$ cat src/rtl/cam_pkg.sv
// Shared types and defaults for the DVP camera capture path.
// State encoding, RGB565 pixel layout and default frame geometry.
package cam_pkg;

  localparam int H_ACTIVE_DEF = 800;
  localparam int V_ACTIVE_DEF = 480;

  typedef enum logic [1:0] {
    IDLE    = 2'd0,
    WAIT_VS = 2'd1,
    SKIP    = 2'd2,
    ACTIVE  = 2'd3
  } cam_state_e;

  typedef struct packed {
    logic [4:0] r;
    logic [5:0] g;
    logic [4:0] b;
  } rgb565_t;

endpackage

$ cat src/rtl/cam_byte_pack.sv
// Pairs camera bytes into RGB565 words, MSB byte first.
// Ports: en (byte valid), d (byte), word/word_v (pair), odd (MSB held).
module cam_byte_pack
  import cam_pkg::*;
(
  input  logic       cmos_pclk,
  input  logic       rst_n,
  input  logic       en,
  input  logic [7:0] d,
  output rgb565_t    word,
  output logic       word_v,
  output logic       odd
);

  logic [7:0] msb;

  // Phase drops back to 0 whenever bytes stop, so a
  // trailing odd byte is simply forgotten.
  always_ff @(posedge cmos_pclk or negedge rst_n) begin
    if (!rst_n) begin
      odd    <= 1'b0;
      msb    <= '0;
      word   <= '0;
      word_v <= 1'b0;
    end else begin
      word_v <= en & odd;
      if (!en) begin
        odd <= 1'b0;
      end else begin
        odd <= ~odd;
        if (odd) begin
          word <= '{r: msb[7:3],
                    g: {msb[2:0], d[7:5]},
                    b: d[4:0]};
        end else begin
          msb <= d;
        end
      end
    end
  end

endmodule

$ cat src/rtl/cmos_capture.sv
// DVP receive: pixel pairing, x/y tagging, frame strobes, error flags.
// In: cmos_data/href/vsyn, err_clr. Out: pix_*, frame_*, err_*.
module cmos_capture
  import cam_pkg::*;
#(
  parameter int H_ACTIVE    = H_ACTIVE_DEF,
  parameter int V_ACTIVE    = V_ACTIVE_DEF,
  parameter int SKIP_FRAMES = 1
) (
  input  logic        cmos_pclk,
  input  logic        rst_n,
  input  logic [7:0]  cmos_data,
  input  logic        cmos_href,
  input  logic        cmos_vsyn,
  input  logic        err_clr,
  output logic [15:0] pix_data,
  output logic        pix_valid,
  output logic [10:0] pix_x,
  output logic [9:0]  pix_y,
  output logic        frame_start,
  output logic        frame_done,
  output logic [15:0] frame_cnt,
  output logic        err_line,
  output logic        err_frame
);

  localparam logic [10:0] H11  = 11'(H_ACTIVE);
  localparam logic [9:0]  V10  = 10'(V_ACTIVE);
  localparam logic [10:0] V11  = 11'(V_ACTIVE);
  localparam logic [9:0]  VMAX = 10'(V_ACTIVE - 1);

  logic [7:0] d_r;
  logic       href_r, href_q;
  logic       vs_r, vs_q;

  always_ff @(posedge cmos_pclk or negedge rst_n) begin
    if (!rst_n) begin
      d_r    <= '0;
      href_r <= 1'b0;
      href_q <= 1'b0;
      vs_r   <= 1'b0;
      vs_q   <= 1'b0;
    end else begin
      d_r    <= cmos_data;
      href_r <= cmos_href;
      href_q <= href_r;
      vs_r   <= cmos_vsyn;
      vs_q   <= vs_r;
    end
  end

  logic vs_rise, vs_fall, href_fall;
  assign vs_rise   = vs_r & ~vs_q;
  assign vs_fall   = ~vs_r & vs_q;
  assign href_fall = ~href_r & href_q;

  cam_state_e state_q, state_d;
  logic [3:0] skip_q;
  logic       skip_dec;
  logic       frame_end;

  always_ff @(posedge cmos_pclk or negedge rst_n) begin
    if (!rst_n) begin
      state_q <= IDLE;
      skip_q  <= 4'(SKIP_FRAMES);
    end else begin
      state_q <= state_d;
      if (skip_dec) skip_q <= skip_q - 4'd1;
    end
  end

  always_comb begin
    state_d   = state_q;
    skip_dec  = 1'b0;
    frame_end = 1'b0;
    unique case (state_q)
      IDLE:
        if (vs_r) state_d = WAIT_VS;
      WAIT_VS:
        if (vs_fall)
          state_d = (skip_q != 4'd0) ? SKIP : ACTIVE;
      SKIP:
        if (vs_rise) begin
          skip_dec = 1'b1;
          state_d  = WAIT_VS;
        end
      ACTIVE:
        if (vs_rise) begin
          frame_end = 1'b1;
          state_d   = WAIT_VS;
        end
      default:
        state_d = IDLE;
    endcase
  end

  logic    active, pack_en, line_end;
  rgb565_t word;
  logic    word_v, odd;

  assign active   = (state_q == ACTIVE);
  // A vsync rise mid-line kills the byte on that edge.
  assign pack_en  = active & href_r & ~vs_rise;
  assign line_end = active & href_fall;

  cam_byte_pack u_pack (
    .cmos_pclk (cmos_pclk),
    .rst_n     (rst_n),
    .en        (pack_en),
    .d         (d_r),
    .word      (word),
    .word_v    (word_v),
    .odd       (odd)
  );

  logic [11:0] byte_cnt;
  logic [9:0]  line_cnt;
  logic [10:0] col;
  logic        has_pix, keep;
  logic        line_bad, frame_bad;
  logic [10:0] lines_eff;

  assign col      = byte_cnt[11:1];
  assign has_pix  = (col != 11'd0);
  assign keep     = (col < H11) && (line_cnt < V10);
  assign line_bad = line_end & (odd | (col != H11));

  // A line ending on the same edge as vsync still counts.
  assign lines_eff = {1'b0, line_cnt}
                   + 11'(line_end & has_pix);
  assign frame_bad = frame_end
                   & (href_r | (lines_eff != V11));

  always_ff @(posedge cmos_pclk or negedge rst_n) begin
    if (!rst_n) begin
      byte_cnt <= '0;
      line_cnt <= '0;
    end else begin
      if (!pack_en)
        byte_cnt <= '0;
      else if (byte_cnt != 12'hFFF)
        byte_cnt <= byte_cnt + 12'd1;
      if (vs_fall)
        line_cnt <= '0;
      else if (line_end && has_pix
               && line_cnt != 10'h3FF)
        line_cnt <= line_cnt + 10'd1;
    end
  end

  logic [10:0] tag_x;
  logic [9:0]  tag_y;
  logic        keep_r, emit;

  assign emit = word_v & keep_r;

  always_ff @(posedge cmos_pclk or negedge rst_n) begin
    if (!rst_n) begin
      tag_x  <= '0;
      tag_y  <= '0;
      keep_r <= 1'b0;
    end else begin
      keep_r <= 1'b0;
      if (pack_en && odd) begin
        tag_x  <= col;
        tag_y  <= (line_cnt > VMAX) ? VMAX : line_cnt;
        keep_r <= keep;
      end
    end
  end

  always_ff @(posedge cmos_pclk or negedge rst_n) begin
    if (!rst_n) begin
      pix_data    <= '0;
      pix_valid   <= 1'b0;
      pix_x       <= '0;
      pix_y       <= '0;
      frame_start <= 1'b0;
      frame_done  <= 1'b0;
      frame_cnt   <= '0;
      err_line    <= 1'b0;
      err_frame   <= 1'b0;
    end else begin
      pix_valid   <= emit;
      frame_start <= emit && tag_x == 11'd0
                          && tag_y == 10'd0;
      if (emit) begin
        pix_data <= word;
        pix_x    <= tag_x;
        pix_y    <= tag_y;
      end
      frame_done <= frame_end;
      if (frame_end) frame_cnt <= frame_cnt + 16'd1;
      if (line_bad)     err_line <= 1'b1;
      else if (err_clr) err_line <= 1'b0;
      if (frame_bad)    err_frame <= 1'b1;
      else if (err_clr) err_frame <= 1'b0;
    end
  end

endmodule

$ cat config.mk
export PLATFORM = sky130hd
export DESIGN_NAME = cmos_capture
export DESIGN_NICKNAME = d
export VERILOG_FILES = /design/src/rtl/cam_pkg.sv /design/src/rtl/cam_byte_pack.sv /design/src/rtl/cmos_capture.sv
export SDC_FILE = /design/constraint.sdc
export NUM_CORES = 1
export LEC_CHECK = 0
export ABC_CLOCK_PERIOD_IN_PS = 3330
export CELL_PAD_IN_SITES_DETAIL_PLACEMENT = 1
export CELL_PAD_IN_SITES_GLOBAL_PLACEMENT = 1
export CORE_MARGIN = 3
export CORE_UTILIZATION = 31
export CTS_CLUSTER_SIZE = 25
export DETAILED_ROUTE_END_ITERATION = 16
export PLACE_DENSITY = 0.57
export RECOVER_POWER = 50
export SYNTH_ARGS = -nofsm -noshare
export SYNTH_HDL_FRONTEND = slang
export SYNTH_HIERARCHICAL = 1
export SYNTH_SLANG_ARGS = --single-unit
$ cat constraint.sdc
create_clock -name cmos_pclk -period 3.33 [get_ports cmos_pclk]
set_clock_uncertainty 0.1 [all_clocks]
set_input_delay 0.333 -clock cmos_pclk [delete_from_list [all_inputs] [get_ports cmos_pclk]]
set_output_delay 0.333 -clock cmos_pclk [all_outputs]
set_load 0.1 [all_outputs]
; Word-level counts from Yosys, hierarchy flattened
; Cells that the tools add are included.
[totals]
regBits = 146
latch_bits = 0
ram_bits = 0
romBits = 0
output_inout_bits = 58
elab_cells = 100
memories = 0
[classes]
n_addsub = 5
multipliers = 0
div_mod_pow = 0
magnitude_cmp = 3
eq_ne = 11
shift = 0
n_mux = 18
n_bitwise = 18
reduce_logical = 18
[ops]
columns = operator, n
row1 = two-way mux 10 bit, 3
row2 = two-way mux 12 bit, 2
row3 = "adder 16 x 1 -> 16 bit, second input constant", 1
row4 = "adder 12 x 1 -> 12 bit, second input constant", 1
row5 = "inequality test 12 bit, second input constant", 1
row6 = adder 10 x 1 -> 11 bit, 1
row7 = bitwise AND 1 bit, 11
row8 = logical NOT 11 bit, 1
row9 = "< comparator 11 x 10 -> 1 bit, second input constant", 1
row10 = "inequality test 11 x 10 -> 1 bit, second input constant", 1
row11 = "inequality test 11 x 9 -> 1 bit, second input constant", 1
row12 = nonzero test 11 bit, 1
row13 = "adder 10 x 1 -> 10 bit, second input constant", 1
row14 = "greater-than comparator 10 x 9 -> 1 bit, second input constant", 1
row15 = logical NOT 10 bit, 1
row16 = "< comparator 10 x 9 -> 1 bit, second input constant", 1
row17 = "inequality test 10 bit, second input constant", 1
row18 = two-way mux 1 bit, 9
row19 = logical AND 1 bit, 6
row20 = two-way mux 2 bit, 3
row21 = case mux 2 bit (3 select lines), 1
row22 = nonzero test 2 bit, 3
row23 = NOT 1 bit, 5
row24 = "equality test 2 bit, second input constant", 2
row25 = 10 further kinds, 14

; Longest topological paths before layout
; Gate-level depths: netlist of the first run.
[logic_depth]
ltp_word = 9
ltp_mapped = 11
depth_no_buf = 9

; Hierarchy
; Netlist of the first run, hierarchy kept.
[by_module_without_submodules]
columns = mod, n_inst, cells_per_inst, area_per_inst_um2
row1 = cmos_capture, 1, 442, 5233.8
row2 = cam_byte_pack, 1, 56, 1036.0

; Worst setup path after synthesis of the first run
; Ideal clock, no wire load.
[synth_timing]
path_type = register -> register
startpoint = reg byte_cnt[8]
endpoint = reg err_frame
setup_time_ps = 142
arrival_ps = 2382
required_ps = 3088
slack_ps = 707
path_stages_with_launch = 11
n_path_buf = 2
period_less_slack_ps = 2623
path_cell_list = dfrtp_1 -> buf_2 -> nor4_2 -> and3_1 -> buf_6 -> nor2_1 -> ha_1 -> ha_1 -> or4_1 -> nor4_1 -> o211ai_1
[synth_between]
elab_chain_len = 7
word_cells_on_any_way = 8
[synth_lines]
columns = item, line
row1 = from (decl), cmos_capture.sv:116  ; logic [11:0] byte_cnt;
row2 = from (signal assigned), cmos_capture.sv:142  ; byte_cnt <= byte_cnt + 12'd1;
row3 = nonzero test 11 bit *, cmos_capture.sv:124  ; assign has_pix = (col != 11'd0);
row4 = bitwise AND 1 bit *, cmos_capture.sv:130  ; + 11'(line_end & has_pix);
row5 = adder 10 x 1 -> 11 bit *, cmos_capture.sv:130
row6 = inequality test 11 x 9 -> 1 bit *, cmos_capture.sv:132  ; & (href_r | (lines_eff != V11));
row7 = OR 1 bit *, cmos_capture.sv:132
row8 = bitwise AND 1 bit *, cmos_capture.sv:132
row9 = two-way mux 1 bit / nonzero test 2 bit (equally long branches), --
row10 = to (signal assigned), cmos_capture.sv:182  ; err_frame <= 1'b0;
row11 = to (signal assigned), cmos_capture.sv:196  ; if (frame_bad) err_frame <= 1'b1;
row12 = to (signal assigned), cmos_capture.sv:197  ; else if (err_clr) err_frame <= 1'b0;
row13 = to (decl), cmos_capture.sv:24  ; output logic err_frame
; Mark *: on every way between the ends. The rest lies on a longest branch, timed or not.
; A chain may end at the register's enable or synchronous reset.

; Worst setup path after layout of the first run
; Same ends and word-level chain as after synthesis.

==> results.sh, run 1 <==
export IMPL_outcome="finished, violations left"
export IMPL_violations="capacitance limit, slew limit"
export IMPL_place_congestion=0.836
export IMPL_synth_top_flop_cell="dfrtp_1"
export IMPL_ios=71
export IMPL_vias=4108
export IMPL_critical_path_depth=8
export IMPL_p_switching_uw=1450
export IMPL_leakagePower_uw=0.00360
export IMPL_min_period_ns=2.92
export IMPL_drv_cap=1
export IMPL_crit_family="simple AND/OR/NAND/NOR gates"
export IMPL_die_x_um=148
export IMPL_synth_top_area_cell="dfrtp_1"
export IMPL_critPathMaxStageDelay_ns=0.48
export IMPL_mostFrequentLayoutCell="dfrtp_1"
export IMPL_ant_nets=0
export IMPL_mostFrequentLayoutCells="dfrtp_1, clkdlybuf4s50_1, mux2_2, nand2_1, nor2_1"
export IMPL_intPower_uw=3420
export IMPL_ys_warn_count=6
export IMPL_r2r_cells=8
export IMPL_dp_slack_ns=0.428
export IMPL_fmax_ghz=0.343
export IMPL_start_kind="register"
export IMPL_antennaDiodeCount=0
export IMPL_synthTopCellsByArea="dfrtp_1, mux2_2, mux2_4, nand2_1, xnor2_1"
export IMPL_crit_required_ns=3.51
export IMPL_hold_class="primary input to register"
export IMPL_clk_path_buf_depth=2
export IMPL_filler_cell_count=2127
export IMPL_clkLatencyLatePin_ns=0.42
export IMPL_cp_slowest_cell="dfrtp_1"
export IMPL_dp_cells=814
export IMPL_area_growth_pct=24.4
export IMPL_worst_pin_slew_ns=2.12
export IMPL_synth_seq_cells=146
export IMPL_cts_resized=0
export IMPL_dp_hpwl_um=10200
export IMPL_path_clk_slew_ns=0.07
export IMPL_r2r_end="err_frame$_DFFE_PN0P_"
export IMPL_reg2reg_from="byte_cnt[8]$_DFFE_PN0P_"
export IMPL_htree_levels=4
export IMPL_combPwrFrac_pct=16.5
export IMPL_tritoncts="done"
export IMPL_fp_dieH_um=148
export IMPL_synth_top_area_share_pct=57.9
export IMPL_wl_um=14300
export IMPL_clock_sinks=146
export IMPL_syn_mean_instance_area_um2=12.6
export IMPL_synth_async_reset_ratio_pct=100
export IMPL_hold_path_end="d_r[0]$_DFF_PN0_"
export IMPL_fin_crit_sh_pct=87.5
export IMPL_synth_edf_count=0
export IMPL_cp_arrival_ns=3.10
export IMPL_drtIter0Drc=155
export IMPL_setup_viol=0
export IMPL_core_area_um2=19700
export IMPL_ys_seq_area_share_pct=58.3
export IMPL_cp_max_fo=9
export IMPL_drc=0
export IMPL_critical_path_buf_inv_count=0
export IMPL_drtPass1Iterations=4
export IMPL_final_max_slew_viol_count=83
export IMPL_netlist_area_um2=6270
export IMPL_antenna_found_initial=0
export IMPL_crit_type="register to register"
export IMPL_initial_core_util_pct=31.9
export IMPL_drive_above_1_share_pct=21.3
export IMPL_ir_drop_mv=0.303
export IMPL_first_global_vias=4519
export IMPL_grt_pass1_wl_um=24200
export IMPL_fin_cells=847
export IMPL_worst_slack_ns=0.415
export IMPL_port_buffers=70
export IMPL_grt_util_all_layers_pct=13.9
export IMPL_rrSetupSlack_ns=0.41
export IMPL_routed_via_density=4.85
export IMPL_power_density_nw_per_um2=624
export IMPL_power_frac_clock_pct=39.1
export IMPL_ys_types=59
export IMPL_root_buffer="clkbuf_16"
export IMPL_grt_max_degree=84
export IMPL_grt_overflow=0
export IMPL_fin_tns_setup_ns=0
export IMPL_cp_end_kind="register"
export IMPL_swShare_pct=29.8
export IMPL_hold_viol_final=0
export IMPL_pwr_share_seq_pct=44.4
export IMPL_crit_path_cell_trace="nor4_2 > and3_1 > nor2_1 > ha_1 > ha_1 > or4_1 > nor4_1 > o211ai_1"
export IMPL_hold_depth=1
export IMPL_cts_buffers=17
export IMPL_synth_cells=498
export IMPL_wl_per_cell_um=16.9
export IMPL_syn_nets=517
export IMPL_die_area_um2=22000
export IMPL_grt_setup_unrepaired="no"
export IMPL_layout_nets=588
export IMPL_rows=51
export IMPL_slew_headroom_pct=-41.2
export IMPL_crit_top_cell="ha_1"
export IMPL_hold_start="cmos_data[0]"
export IMPL_post_cts_buffers=0
==> cell families (layout without fill, tap and decap cells) <==
family / count (synthesis) / after routing / share of synthesized area [%]
compound gates: 47 / 47 / 5.49
buf+inv: 40 / 124 / 3.09
fa+ha+maj: 6 / 6 / 1.20
flops: 146 / 146 / 58.3
mux: 77 / 77 / 14.7
simple gates: 159 / 159 / 14.0
xor+xnor: 23 / 23 / 3.21
==> through the flow <==
stage	total power [µW]	utilization [%]	hold WS (ns)	area [µm²]
floorplan	2780	-	-0.0626	6270
global placement	2990	36.8	0.346	7230
detailed placement	3020	36.8	0.358	7230
CTS	4960	39.9	0.229	7840
global route	5110	39.7	0.356	7800
finish	4870	39.7	0.364	7800
==> layout make-up <==
type | instances | area, µm² | area share, %
Clock buffer | 19 | 453 | 5.81
Timing Repair Buffer | 76 | 749 | 9.61
Tap cell | 265 | 332 | 4.25
Multi-Input combinational cell | 312 | 2410 | 30.9
Sequential cell | 146 | 3650 | 46.8
Clock inverter | 13 | 139 | 1.78
Inverter | 16 | 61.3 | 0.786
==> how the worst max path moves through the flow <==
| stage | from | endpoint | slack (ns) |
|---|---|---|---|
| 2_1_floorplan | byte_cnt[8]$_DFFE_PN0P_ | err_frame$_DFFE_PN0P_ | 0.71 |
| 3_3_place_gp | byte_cnt[8]$_DFFE_PN0P_ | err_frame$_DFFE_PN0P_ | 0.52 |
| 3_5_place_dp | byte_cnt[8]$_DFFE_PN0P_ | err_frame$_DFFE_PN0P_ | 0.43 |
| 4_1_cts | byte_cnt[8]$_DFFE_PN0P_ | err_frame$_DFFE_PN0P_ | 0.40 |
| 5_1_grt | byte_cnt[8]$_DFFE_PN0P_ | err_frame$_DFFE_PN0P_ | 0.19 |
| 6_report | byte_cnt[8]$_DFFE_PN0P_ | err_frame$_DFFE_PN0P_ | 0.41 |
==> cells in the mapped netlist, types with 6 or more instances <==
cell type,n
buf_2,9
xnor2_1,14
mux2i_1,6
inv_1,15
a21oi_1,6
clkbuf_1,9
o31ai_1,6
nand4_1,15
nor4_1,7
xor2_1,9
and3_1,10
mux2_4,17
o21ai_0,13
dfrtp_1,145
mux2_2,54
ha_1,6
nand2_1,40
nor2_1,30
nor3_1,10
nand3_1,11
nand2b_1,7
==> what timing repair did <==
action / CTS / global route
hold buffers: 1 / 0
hold endpoints to repair: 80 / 0
endpoints found under the setup margin: 0 / 0
==> power by group through the flow <==
| stage | combinational, µW | sequential (µW) | clock (µW) |
|---|---|---|---|
| floorplan | 356 | 2420 | 0 |
| global placement | 805 | 2180 | 0 |
| detailed placement | 824 | 2200 | 0 |
| CTS | 828 | 2170 | 1970 |
| global route | 867 | 2200 | 2050 |
| finish | 805 | 2160 | 1910 |
==> registers in the layout, summed over array words and instances (netlist names), 2 cells and up <==
register	cells
pix_y	10
d_r	8
frame_cnt	16
u_pack/msb	8
line_cnt	10
skip_q	4
pix_data	16
byte_cnt	12
pix_x	11
state_q	2
tag_y	10
u_pack/word	16
tag_x	11
==> routing by layer <==
layer | track usage [%] | up-vias | routed length, µm
li1 | - | 1917 | -
met1 | 19.0 | 2102 | 6870
met2 | 21.9 | 73 | 6800
met3 | 2.50 | 16 | 414
met4 | 5.82 | 0 | 247
met5 | 0 | - | 0
Note: power is estimated with default switching activity, not from simulation.
==> inputs of run 2 (changes only) <==
==> constraint.sdc (replaced) <==
create_clock -name cmos_pclk -period 3.33 [get_ports cmos_pclk]
set_clock_uncertainty 0.1 [all_clocks]
set_input_delay 0.4995 -clock cmos_pclk [delete_from_list [all_inputs] [get_ports cmos_pclk]]
set_output_delay 0.4995 -clock cmos_pclk [all_outputs]
set_load 0.1 [all_outputs]
==> results.sh, run 2 (same netlist as run 1, synthesis figures left out) <==
export IMPL_outcome="finished, violations left"
export IMPL_violations="capacitance limit, slew limit"
export IMPL_hold_class="register to register"
export IMPL_register_area_um2=3650
export IMPL_drtPass1Iterations=4
export IMPL_cts_buffers=17
export IMPL_crit_path_cell_trace="nor4_2 > and3_1 > nor2_1 > ha_1 > ha_1 > or4_1 > nor4_1 > o211ai_1"
export IMPL_grt_pass1_wl_um=23800
export IMPL_cp_end_kind="register"
export IMPL_leakagePower_uw=0.00363
export IMPL_fin_crit_sh_pct=87.1
export IMPL_pwr_share_seq_pct=45.3
export IMPL_vias=4130
export IMPL_clk_path_buf_depth=2
export IMPL_crit_family="simple AND/OR/NAND/NOR gates"
export IMPL_tritoncts="done"
export IMPL_core_area_um2=19700
export IMPL_rows=51
export IMPL_final_util_pct=39.0
export IMPL_post_cts_buffers=0
export IMPL_antenna_found_initial=0
export IMPL_grt_overflow=0
export IMPL_ios=71
export IMPL_worst_pin_slew_ns=1.81
export IMPL_cts_hold_buf=0
export IMPL_clkLatencyLatePin_ns=0.42
export IMPL_die_area_um2=22000
export IMPL_ant_nets=0
export IMPL_initial_core_util_pct=31.9
export IMPL_multi_input_area_um2=2410
export IMPL_routed_via_density=4.88
export IMPL_fmax_ghz=0.345
export IMPL_grt_util_all_layers_pct=13.8
export IMPL_fp_dieH_um=148
export IMPL_cts_resized=0
export IMPL_hold_viol_final=0
export IMPL_wl_um=14200
export IMPL_mostFrequentLayoutCell="dfrtp_1"
export IMPL_power_density_nw_per_um2=623
export IMPL_p_switching_uw=1390
export IMPL_min_period_ns=2.90
export IMPL_path_clk_slew_ns=0.06
export IMPL_filler_cell_count=2142
export IMPL_power_frac_clock_pct=38.0
export IMPL_crit_required_ns=3.51
export IMPL_drc=0
export IMPL_start_kind="register"
export IMPL_worst_slack_ns=0.428
export IMPL_critical_path_buf_inv_count=0
export IMPL_setup_viol=0
export IMPL_htree_levels=4
export IMPL_drive_above_1_share_pct=26.5
export IMPL_combPwrFrac_pct=16.7
export IMPL_place_congestion=0.809
export IMPL_mostFrequentLayoutCells="dfrtp_1, mux2_2, nand2_1, buf_4, nor2_1"
export IMPL_die_x_um=148
export IMPL_antennaDiodeCount=0
export IMPL_critPathMaxStageDelay_ns=0.48
export IMPL_final_max_slew_viol_count=73
export IMPL_drtIter0Drc=201
export IMPL_ir_drop_mv=0.344
export IMPL_dp_hpwl_um=10200
export IMPL_root_buffer="clkbuf_16"
export IMPL_layout_nets=587
export IMPL_crit_top_cell="ha_1"
export IMPL_drv_cap=1
export IMPL_clock_sinks=146
export IMPL_slew_headroom_pct=-20.9
export IMPL_intPower_uw=3380
export IMPL_grt_setup_unrepaired="no"
export IMPL_fin_tns_setup_ns=0
export IMPL_area_growth_pct=22.4
export IMPL_wl_per_cell_um=16.8
export IMPL_cp_max_fo=9
export IMPL_crit_type="register to register"
export IMPL_cp_arrival_ns=3.08
export IMPL_reg_largest_list="frame_cnt x16, pix_data x16, u_pack/word x16"
export IMPL_swShare_pct=29.2
export IMPL_port_buffers=70
export IMPL_first_global_vias=4387
export IMPL_cp_slowest_cell="dfrtp_1"
export IMPL_grt_max_degree=74
export IMPL_dp_slack_ns=0.438
run 2: power by group through the flow:
stage          Combinational [µW]  Clock [µW]  Sequential [µW]
3_5_place_dp                  814           0             2200
2_1_floorplan                 356           0             2420
4_1_cts                       819        1870             2170
6_report                      796        1820             2170
5_1_grt                       856        1950             2210
3_3_place_gp                  795           0             2180
run 2: final timing paths:
check                                         from                        to  slack [ns]  cells past startpoint
min in group asynchronous                    rst_n  frame_cnt[6]$_DFFE_PN0P_        0.46                      1
min reg2reg                  skip_q[3]$_DFFE_PN0P_     skip_q[3]$_DFFE_PN0P_        0.37                      1
min                          skip_q[3]$_DFFE_PN0P_     skip_q[3]$_DFFE_PN0P_        0.37                      1
max reg2reg                byte_cnt[8]$_DFFE_PN0P_     err_frame$_DFFE_PN0P_        0.43                      8
max in group asynchronous                    rst_n      pix_x[1]$_DFFE_PN0P_        1.20                      2
max                        byte_cnt[8]$_DFFE_PN0P_     err_frame$_DFFE_PN0P_        0.43                      8
run 2: cell type report:
cell class | instances | area share, %
clock inverters | 11 | 1.34
multi-input cells | 312 | 31.4
repair buffers | 75 | 8.48
inverters | 16 | 0.799
well taps | 265 | 4.32
flip-flops and latches | 146 | 47.6
clock buffers | 21 | 6.00
run 2: worst register-to-register path, delay by kind of cell (launching register included):
family,cells,cell delay (ns)
DFF,1,0.48
and+or+nand+nor,5,1.56
adders and majority gates,2,0.51
AOI/OAI and AO/OA,1,0.11
run 2: stage by stage:
stage | total power, µW | cells | hold slack [ns] | instance area [µm²]
floorplan | 2780 | 498 | 0.104 | 6270
global placement | 2980 | 814 | 0.358 | 7140
detailed placement | 3020 | 814 | 0.363 | 7140
CTS | 4860 | 846 | 0.00781 | 7710
global route | 5010 | 846 | 0.390 | 7670
finish | 4780 | 846 | 0.367 | 7670
run 2: layer usage:
metal | vias to the layer above | share of wire [%] | global-route usage, %
li1 | 1917 | - | -
met1 | 2112 | 47 | 18.6
met2 | 79 | 47 | 21.4
met3 | 22 | 3.5 | 2.96
met4 | 0 | 2.0 | 6.10
met5 | - | 0 | 0
==> inputs of run 3 (changes only) <==
--- a/constraint.sdc
+++ b/constraint.sdc
@@ -3,3 +3,3 @@
 set_input_delay 0.4995 -clock cmos_pclk [delete_from_list [all_inputs] [get_ports cmos_pclk]]
 set_output_delay 0.4995 -clock cmos_pclk [all_outputs]
-set_load 0.1 [all_outputs]
+set_load 0.05 [all_outputs]
==> results.sh, run 3 (same netlist as run 1, synthesis figures left out) <==
export IMPL_path_clk_slew_ns=0.06
export IMPL_violations="capacitance limit, slew limit"
export IMPL_reg2reg_from="byte_cnt[8]$_DFFE_PN0P_"
export IMPL_cp_end_kind="register"
export IMPL_fin_crit_sh_pct=87.4
export IMPL_critical_path_depth=8
export IMPL_antennaDiodeCount=0
export IMPL_drtIter0Drc=182
export IMPL_mostFrequentLayoutCell="dfrtp_1"
export IMPL_final_max_slew_viol_count=40
export IMPL_crit_type="register to register"
export IMPL_area_growth_pct=23.8
export IMPL_ant_nets=0
export IMPL_layout_nets=588
export IMPL_clkLatencyLatePin_ns=0.41
export IMPL_grt_max_degree=63
export IMPL_cp_slowest_cell="dfrtp_1"
export IMPL_crit_top_cell="ha_1"
export IMPL_outcome="finished, violations left"
export IMPL_hold_class="register to register"
export IMPL_r2r_cells=8
export IMPL_grt_overflow=0
export IMPL_initial_core_util_pct=31.9
export IMPL_core_area_um2=19700
export IMPL_fmax_ghz=0.344
export IMPL_grt_pass1_wl_um=23600
export IMPL_clk_path_buf_depth=2
export IMPL_dp_hpwl_um=9740
export IMPL_htree_levels=4
export IMPL_ios=71
export IMPL_critPathMaxStageDelay_ns=0.48
export IMPL_wl_um=14100
export IMPL_dp_slack_ns=0.424
export IMPL_reg_largest_list="frame_cnt x16, pix_data x16, u_pack/word x16"
export IMPL_filler_cell_count=2133
export IMPL_port_buffers=70
export IMPL_drv_cap=1
export IMPL_drive_above_1_share_pct=20.8
export IMPL_place_congestion=0.847
export IMPL_drc=0
export IMPL_power_density_nw_per_um2=594
export IMPL_crit_required_ns=3.51
export IMPL_critical_path_buf_inv_count=0
export IMPL_die_x_um=148
export IMPL_wl_per_cell_um=16.7
export IMPL_drtPass1Iterations=4
export IMPL_first_global_vias=4353
export IMPL_start_kind="register"
export IMPL_rows=51
export IMPL_cts_buffers=17
export IMPL_crit_path_cell_trace="nor4_2 > and3_1 > nor2_1 > ha_1 > ha_1 > or4_1 > nor4_1 > o211ai_1"
export IMPL_final_util_pct=39.5
export IMPL_cp_max_fo=9
export IMPL_worstSetupStartpoint="byte_cnt[8]$_DFFE_PN0P_"
export IMPL_vias=4080
export IMPL_slew_headroom_pct=-58.5
export IMPL_leakagePower_uw=0.00358
export IMPL_fin_tns_setup_ns=0
export IMPL_worst_slack_ns=0.420
export IMPL_post_cts_buffers=0
export IMPL_cp_arrival_ns=3.09
export IMPL_grt_setup_unrepaired="no"
export IMPL_die_area_um2=22000
export IMPL_antenna_found_initial=0
export IMPL_hold_viol_final=0
export IMPL_hold_start="frame_cnt[15]$_DFFE_PN0P_"
export IMPL_worst_pin_slew_ns=2.38
export IMPL_hold_depth=1
export IMPL_clock_sinks=146
export IMPL_grt_util_all_layers_pct=13.5
export IMPL_tritoncts="done"
export IMPL_ir_drop_mv=0.231
export IMPL_root_buffer="clkbuf_16"
export IMPL_fp_dieH_um=148
export IMPL_min_period_ns=2.91
export IMPL_mostFrequentLayoutCells="dfrtp_1, clkdlybuf4s50_1, mux2_2, nand2_1, nor2_1"
export IMPL_routed_via_density=4.82
export IMPL_setup_viol=0
export IMPL_crit_family="simple AND/OR/NAND/NOR gates"
==> run 3: changes by cell type in the layout (fill, tap and decap cells not counted), sizes merged <==
cell           delta
buf              -33
clkdlybuf4s50    +36
clkbuf            -1
inv               -3
dlygate4sd3       +1
==> run 3: routing by layer <==
layer	share of wire [%]	wire (µm)	global-route usage, %
met1	49	6870	18.7
met2	47	6570	20.8
met3	3.1	431	2.99
met4	1.7	245	4.99
met5	0	0	0
==> run 3: layout make-up <==
type,instances,area (µm²),area share [%]
clock buffer,23,478,6.16
tap,265,332,4.27
timing repair buffer,76,739,9.52
inverter,16,61.3,0.790
multi-input combinational,312,2420,31.2
sequential,146,3650,47.1
clock inverter,8,80.1,1.03
==> run 3: timing repair <==
item | CTS | global route
gates resized for setup | 0 | 0
hold buffers | 1 | 0
endpoints found under the hold margin | 51 | 0
==> run 3: metrics by stage <==
step | power [µW] | std cells | hold slack, ns | area (µm²)
6_report | 4620 | 846 | 0.369 | 7760
5_1_grt | 4860 | 846 | 0.388 | 7760
4_1_cts | 4700 | 846 | 0.379 | 7790
3_5_place_dp | 2870 | 814 | 0.370 | 7220
3_3_place_gp | 2840 | 814 | 0.359 | 7220
2_1_floorplan | 2640 | 498 | 0.104 | 6270
==> run 3: power breakdown <==
group | internal, µW | switching, µW | total, µW | leakage (µW)
logic | 321 | 338 | 658 | 0.00137
clock network | 1080 | 710 | 1790 | 0.000265
registers | 2000 | 162 | 2160 | 0.00195
total | 3410 | 1210 | 4620 | 0.00358
==> run 3: worst reg2reg max path: stages, from the launching register on <==
cell and delay (ns):
dfrtp_1 0.48, nor4_2 0.42, and3_1 0.36, nor2_1 0.13
ha_1 0.24, ha_1 0.27, or4_1 0.39, nor4_1 0.29
o211ai_1 0.12
==> run 3: final timing paths <==
kind | endpoint | slack (ns)
worst max register to register | err_frame$_DFFE_PN0P_ | 0.42
worst min-delay path | frame_cnt[15]$_DFFE_PN0P_ | 0.37
worst max-delay path | err_frame$_DFFE_PN0P_ | 0.42
max in group asynchronous | pix_y[7]$_DFFE_PN0P_ | 0.64
min in group asynchronous | frame_cnt[6]$_DFFE_PN0P_ | 0.83
worst min register to register | frame_cnt[15]$_DFFE_PN0P_ | 0.37
